<file path="src/rtl/matrix_key_digit_entry.sv">
// Decimal digit-entry stage: edge-detects debounced key levels, edits an NUM-digit
// BCD buffer, drives registered 7-segment bitmaps and latches the value on ENTER.
module matrix_key_digit_entry #(
  parameter int unsigned NUM = 8
) (
  input  logic                       clk,
  input  logic                       rstn,
  input  logic [15:0]                key_out,
  output logic [NUM-1:0][7:0]        led_in,
  output logic [4*NUM-1:0]           value,
  output logic                       value_valid,
  output logic [$clog2(NUM+1)-1:0]   digit_count
);

  localparam int unsigned CW = $clog2(NUM+1);

  typedef enum logic [1:0] {EMPTY, EDIT, COMMITTED} state_t;

  state_t               state_q, state_d;
  logic [15:0]          key_prev;
  logic [15:0]          new_press;
  logic [NUM-1:0][3:0]  dig_q, dig_d;
  logic [CW-1:0]        cnt_q, cnt_d;
  logic [NUM-1:0][7:0]  led_d;
  logic                 press;
  logic [3:0]           key;
  logic                 commit;

  function automatic logic [7:0] seg7(input logic [3:0] d);
    case (d)
      4'd0:    seg7 = 8'h3F;
      4'd1:    seg7 = 8'h06;
      4'd2:    seg7 = 8'h5B;
      4'd3:    seg7 = 8'h4F;
      4'd4:    seg7 = 8'h66;
      4'd5:    seg7 = 8'h6D;
      4'd6:    seg7 = 8'h7D;
      4'd7:    seg7 = 8'h07;
      4'd8:    seg7 = 8'h7F;
      4'd9:    seg7 = 8'h6F;
      default: seg7 = 8'h00;
    endcase
  endfunction

  assign new_press   = key_out & ~key_prev;
  assign digit_count = cnt_q;

  // Lowest-index new press wins; the rest are dropped for good since key_prev advances anyway.
  always_comb begin
    press = 1'b0;
    key   = '0;
    for (int unsigned i = 0; i < 16; i++) begin
      if (new_press[i] && !press) begin
        press = 1'b1;
        key   = 4'(i);
      end
    end
  end

  always_comb begin
    state_d = state_q;
    dig_d   = dig_q;
    cnt_d   = cnt_q;
    commit  = 1'b0;
    if (press) begin
      unique case (state_q)
        EMPTY: begin
          if (key < 4'd10) begin
            dig_d    = '0;
            dig_d[0] = key;
            cnt_d    = CW'(1);
            state_d  = EDIT;
          end
        end
        EDIT: begin
          if (key < 4'd10) begin
            if (32'(cnt_q) < NUM) begin
              for (int unsigned i = 1; i < NUM; i++) dig_d[i] = dig_q[i-1];
              dig_d[0] = key;
              cnt_d    = cnt_q + CW'(1);
            end
          end else if (key == 4'd10) begin
            if (cnt_q > CW'(1)) begin
              for (int unsigned i = 0; i + 1 < NUM; i++) dig_d[i] = dig_q[i+1];
              dig_d[NUM-1] = '0;
              cnt_d        = cnt_q - CW'(1);
            end else begin
              dig_d   = '0;
              cnt_d   = '0;
              state_d = EMPTY;
            end
          end else if (key == 4'd11) begin
            dig_d   = '0;
            cnt_d   = '0;
            state_d = EMPTY;
          end else if (key == 4'd12) begin
            commit  = 1'b1;
            state_d = COMMITTED;
          end
        end
        COMMITTED: begin
          if (key < 4'd10) begin
            dig_d    = '0;
            dig_d[0] = key;
            cnt_d    = CW'(1);
            state_d  = EDIT;
          end else if (key == 4'd11) begin
            dig_d   = '0;
            cnt_d   = '0;
            state_d = EMPTY;
          end
        end
        default: state_d = EMPTY;
      endcase
    end
  end

  // Display is built from next-state values so it lands on the same edge as the action.
  always_comb begin
    led_d = '0;
    for (int unsigned i = 0; i < NUM; i++) begin
      if (i < 32'(cnt_d))
        led_d[i] = seg7(dig_d[i]);
      else if (i == 32'(cnt_d) && state_d != COMMITTED)
        led_d[i] = 8'h80;
    end
  end

  always_ff @(posedge clk or negedge rstn) begin
    if (!rstn) begin
      state_q     <= EMPTY;
      key_prev    <= '0;
      dig_q       <= '0;
      cnt_q       <= '0;
      value       <= '0;
      value_valid <= 1'b0;
      led_in      <= '0;
      led_in[0]   <= 8'h80;
    end else begin
      state_q     <= state_d;
      key_prev    <= key_out;
      dig_q       <= dig_d;
      cnt_q       <= cnt_d;
      value_valid <= commit;
      led_in      <= led_d;
      if (commit) value <= dig_q;
    end
  end

endmodule

</file>
<file path="config.mk">
export PLATFORM = sky130hd
export DESIGN_NAME = matrix_key_digit_entry
export DESIGN_NICKNAME = d
export VERILOG_FILES = /design/src/rtl/matrix_key_digit_entry.sv
export SDC_FILE = /design/constraint.sdc
export NUM_CORES = 1
export LEC_CHECK = 0
export ABC_CLOCK_PERIOD_IN_PS = 4000
export CAP_MARGIN = 20
export CORE_MARGIN = 2
export CORE_UTILIZATION = 56
export CTS_BUF_LIST = sky130_fd_sc_hd__clkbuf_2 sky130_fd_sc_hd__clkbuf_4 sky130_fd_sc_hd__clkbuf_8
export DETAILED_ROUTE_END_ITERATION = 12
export GPL_TIMING_DRIVEN = 0
export PLACE_DENSITY = 0.86
export SLEW_MARGIN = 20
export SYNTH_ARGS = -nofsm -noshare
export SYNTH_HDL_FRONTEND = slang
export SYNTH_SLANG_ARGS = --single-unit
</file>
<file path="constraint.sdc">
create_clock -name clk -period 4 [get_ports clk]
set_input_delay 0.6 -clock clk [delete_from_list [all_inputs] [get_ports clk]]
set_output_delay 0.6 -clock clk [all_outputs]
set_load 0.02 [all_outputs]
</file>
Yosys cells after proc, flatten, opt, wreduce, memory -nomap -nowiden. Memory sizes are Yosys's and may differ from the RTL's. Index checks and enable logic that the tools add are counted.

Reduce and logical (&&, ||, !) cells: 40. Bitwise logic cells: 2. Multiplexer cells: 81. $add $sub $neg: 2. Eq/ne operators: 13. $lt $le $gt $ge: 11.

Operators by type and width (count): 32-bit 2-to-1 mux (7); 8-bit 2-to-1 mux (16); 32-bit one-hot mux with 3 select lines (1); 4-bit 2-to-1 mux (22); 28-bit 2-to-1 mux (1); 1-bit logical AND (23); 1-bit 2-to-1 mux (23); 2-bit 2-to-1 mux (9); 16-bit AND (1); 3-bit by 4-bit == test with 1-bit output (first input constant) (4); 3-bit by 4-bit < comparator with 1-bit output (first input constant) (4); 16-bit inverter (1); 1-bit zero test (15); 4-bit == test (second input constant) (3); 4-bit one-hot mux with 3 select lines (1); 2-bit by 4-bit == test with 1-bit output (first input constant) (2); 1-bit by 4-bit < comparator with 1-bit output (first input constant) (2); 2-bit by 4-bit < comparator with 1-bit output (first input constant) (2); 4-bit < comparator (second input constant) (2); 2-bit one-hot mux with 3 select lines (1); 4-bit by 1-bit adder with 4-bit output (second input constant) (1); 1-bit by 4-bit == test with 1-bit output (first input constant) (1); 4-bit by 1-bit > comparator with 1-bit output (second input constant) (1); 4-bit zero test (1); 5 further kinds (5).

Output and inout port bits: 101. Bits in read-only memories: 896. Memories kept: 8. Input bits: 18. Word-level logic and storage cells: 178. Register bits: 151.

Memory list: (name not given) (depth 16, bits a word 7, rd ports 1, clocked after memory_dff 0, write ports 0, RTL line 30) `case (d)`; (name not given) (depth 16, bits a word 7, rd ports 1, clocked after memory_dff 0, write ports 0, RTL line 30); (name not given) (depth 16, bits a word 7, rd ports 1, clocked after memory_dff 0, write ports 0, RTL line 30); (name not given) (depth 16, bits a word 7, rd ports 1, clocked after memory_dff 0, write ports 0, RTL line 30); (name not given) (depth 16, bits a word 7, rd ports 1, clocked after memory_dff 0, write ports 0, RTL line 30); (name not given) (depth 16, bits a word 7, rd ports 1, clocked after memory_dff 0, write ports 0, RTL line 30); +2 memories.

Depth between registers and ports, before layout.
Word-level depth: 59. Mapped depth: 15. Gate-level depth less buffers: 13.

Worst setup path after synthesis. OpenSTA, ideal clock, no wires.

Path type: in2reg. From: in key_out[0]. To: reg led_in[51] (netlist name). Path buffers: 2. Data arrival time: 3182 ps. Setup time: 141 ps. Slack: 677 ps. Stages on the path: 12. Cells stage by stage: nor2b_1 -> or4_4 -> buf_6 -> nor4_4 -> clkbuf_1 -> a32oi_1 -> o2bb2ai_1 -> inv_1 -> ha_1 -> a21oi_1 -> nor2b_1 -> nor3_1.

RTL lines: from (decl) (RTL line 8) `input logic [15:0] key_out,`; to (signal assigned) (RTL line 145) `led_in <= led_d;`; to (decl) (RTL line 9) `output logic [NUM-1:0][7:0] led_in,`.

==> flow_summary.toml <==
[final_layout]
layout_common_cells = "dfrtp_1, nand2_1, clkdlybuf4s50_1, a21oi_1, nor2_1"
nNetsFinal = 984
mostFrequentLayoutCell = "dfrtp_1"
drive_gt1_share_pct = 11.7
area_delta_synth_final_pct = 24.3
num_antenna_cells = 0
final_util_pct = 70.4

[sta]
worst_pin_slew_ns = 0.974
rsz0062_at_grt = "false"
final-max-slew-violation-count = 0
holdWs_ns = 0.0730
slew_headroom_pct = 34.5
layout_setup_ws_ns = 0.118
fin_crit_ns = 3.88
fmax_mhz = 258
tns_ns = 0
period_share_pct = 97.1
skew_ns = 0.0104
hold_violations = 0
setup_viol = 0

[setup_path]
worstSetupEndpointType = "flop"
r2r-start = "digit_count[0]"
startpoint_type = "primary input"
cp_max_fo = 10
reg2reg_slack_ns = 0.41
r2r_end = "led_in[51]"
critPathKind = "in -> reg"
cp_data_required_time_ns = 4.33
worst-r2r-cell-count = 13
cp_data_arrival_time_ns = 4.21

[die]
die_h_um = 122
core_area_mm2 = 0.0137
die_x_um = 122
die_area_mm2 = 0.0148
initial_core_util_pct = 56.6
num_rows = 43
pin_count = 119

[pwr]
ir_drop_v = 0.000544
p_leak_nw = 4.40
power_density_mw_per_mm2 = 803

[routing]
wire_per_inst_um = 17.8
wirelength_um = 19800
drtIter0Drc = 796
first_pass_iters = 5
antenna_left = 0
vias = 6585
vias_per_cell = 5.91
drc = 0

[yosys]
synth_seq_cells = 151
synth_flop_cell = "dfrtp_1"
synth_area_per_cell_um2 = 9.95
synth_edf_count = 0
synth_async_sr_flop_share_pct = 100
syn_inst = 781
netlist_area_mm2 = 0.00777
yosysWarningCount = 0
ys_seq_area_share_pct = 48.7
syn_nets = 844
yosys.cell_types.count = 74

[global_route]
globalRouteOverflowTotal = 0
use_met2_pct = 41.8
use_met1_pct = 39.2
use_met3_pct = 6.23
grt_pass1_vias = 6170
grt_pass1_wl_um = 32000
antenna_found_initial = 0
busiest_layer = "met2"
grtUsageTotal_pct = 27.8
grt_max_degree = 78

[cts]
ctsRootBufferMaster = "clkbuf_8"
tritoncts = "yes"
cts_buffers = 17
hold_buffers = 0
clk-insertion-delay-late_ns = 0.46
clkSinkCount = 151
clk_path_buf_depth = 2
clk_pin_slew_ns = 0.08
cts_htree_levels = 4

[run]
drv_cap = 0

[placement]
dpl.hpwl_um = 14300
portBuffers = 118
place_congestion = 0.923
dp_slack_ns = -0.596

[run_status]
outcome = "finished, final reports clean"

[hold_path]
hp-class = "in -> async"
[kinds of logic (layout without fill, tap and decap cells)]
group / Yosys count / count (layout) / share of synthesized area (%)
flops: 151 / 151 / 48.7
mux: 29 / 29 / 4.11
simple gates: 271 / 271 / 16.7
buf+inv: 74 / 227 / 3.88
xor+xnor: 3 / 3 / 0.338
compound gates: 208 / 208 / 19.0
fa+ha+maj: 45 / 45 / 7.25
[through the flow]
step / instance area, um^2 / total power, mW / cells
after floorplan: 7770 / 5.07 / 781
after global placement: 9180 / 6.47 / 1079
after detailed placement: 9210 / 6.56 / 1080
after CTS: 9590 / 7.71 / 1112
after global routing: 9660 / 8.30 / 1114
final: 9660 / 7.76 / 1114
[registers in the layout, indices dropped and copies added, names as in the netlist]
register / flops
dig_q: 32
key_prev: 16
value_valid: 1
led_in: 64
digit_count: 4
state_q: 2
value: 32
[worst max path at each step]
stage                          start          to  slack, ns
after floorplan           key_out[0]  led_in[51]       0.68
after global placement          rstn  led_in[58]      -3.40
after detailed placement  key_out[5]  led_in[13]      -0.60
after CTS                 key_out[5]  led_in[13]       0.02
after global routing      key_out[5]  led_in[51]      0.006
final                     key_out[0]  led_in[51]       0.12
[repair_timing]
action	in CTS	in global routing
gates resized for setup	2	11
buffers inserted	0	2
setup endpoints to repair	4	34
pin swaps	0	1
[layer usage]
layer,vias to the layer above,part of all wire [%]
li1,3057,-
met1,3158,43
met2,328,46
met3,42,8.9
met4,0,2.7
met5,-,0
[synthesized netlist by cell type (10+ instances only)]
| cell type | n | area, um^2 |
|---|---|---|
| nor3_1 | 18 | 90.1 |
| nand2_1 | 137 | 514 |
| dfrtp_1 | 150 | 3750 |
| nor2b_1 | 18 | 113 |
| a21oi_1 | 58 | 290 |
| a31oi_1 | 12 | 75.1 |
| nor2_1 | 46 | 173 |
| ha_1 | 45 | 563 |
| a22oi_1 | 17 | 128 |
| a32oi_1 | 14 | 123 |
| nand2b_1 | 14 | 87.6 |
| o21ai_0 | 24 | 120 |
| clkbuf_1 | 18 | 67.6 |
| buf_2 | 10 | 50.1 |
| inv_1 | 33 | 124 |
| mux2_2 | 23 | 259 |
[report_power, final]
| group | total, mW | internal (mW) | switching, mW | leakage (nW) |
|---|---|---|---|---|
| clock network | 1.10 | 0.537 | 0.559 | 0.193 |
| logic | 4.20 | 1.76 | 2.44 | 2.33 |
| registers | 2.46 | 2.07 | 0.393 | 1.88 |
| total | 7.76 | 4.37 | 3.39 | 4.40 |
[critical path, cell delays in order]
cell and delay (ns):
clkdlybuf4s50_1 0.43, nor2b_1 0.20, or4_4 0.57, buf_6 0.18, nor4_4 0.49, clkbuf_2 0.33, a32oi_1 0.08, o2bb2ai_1 0.41
inv_1 0.15, ha_1 0.30, a21oi_1 0.18, nor2b_1 0.20, nor3_1 0.08
[cell type report]
type	instances	area (um^2)
Multi-Input combinational cell	556	3740
Inverter	41	154
Tap cell	180	225
Sequential cell	151	3780
Timing Repair Buffer	121	1230
Buffer	33	151
Clock inverter	11	100
Clock buffer	21	277
Fill cell	1006	4060
Power figures use the tool's default switching activity.
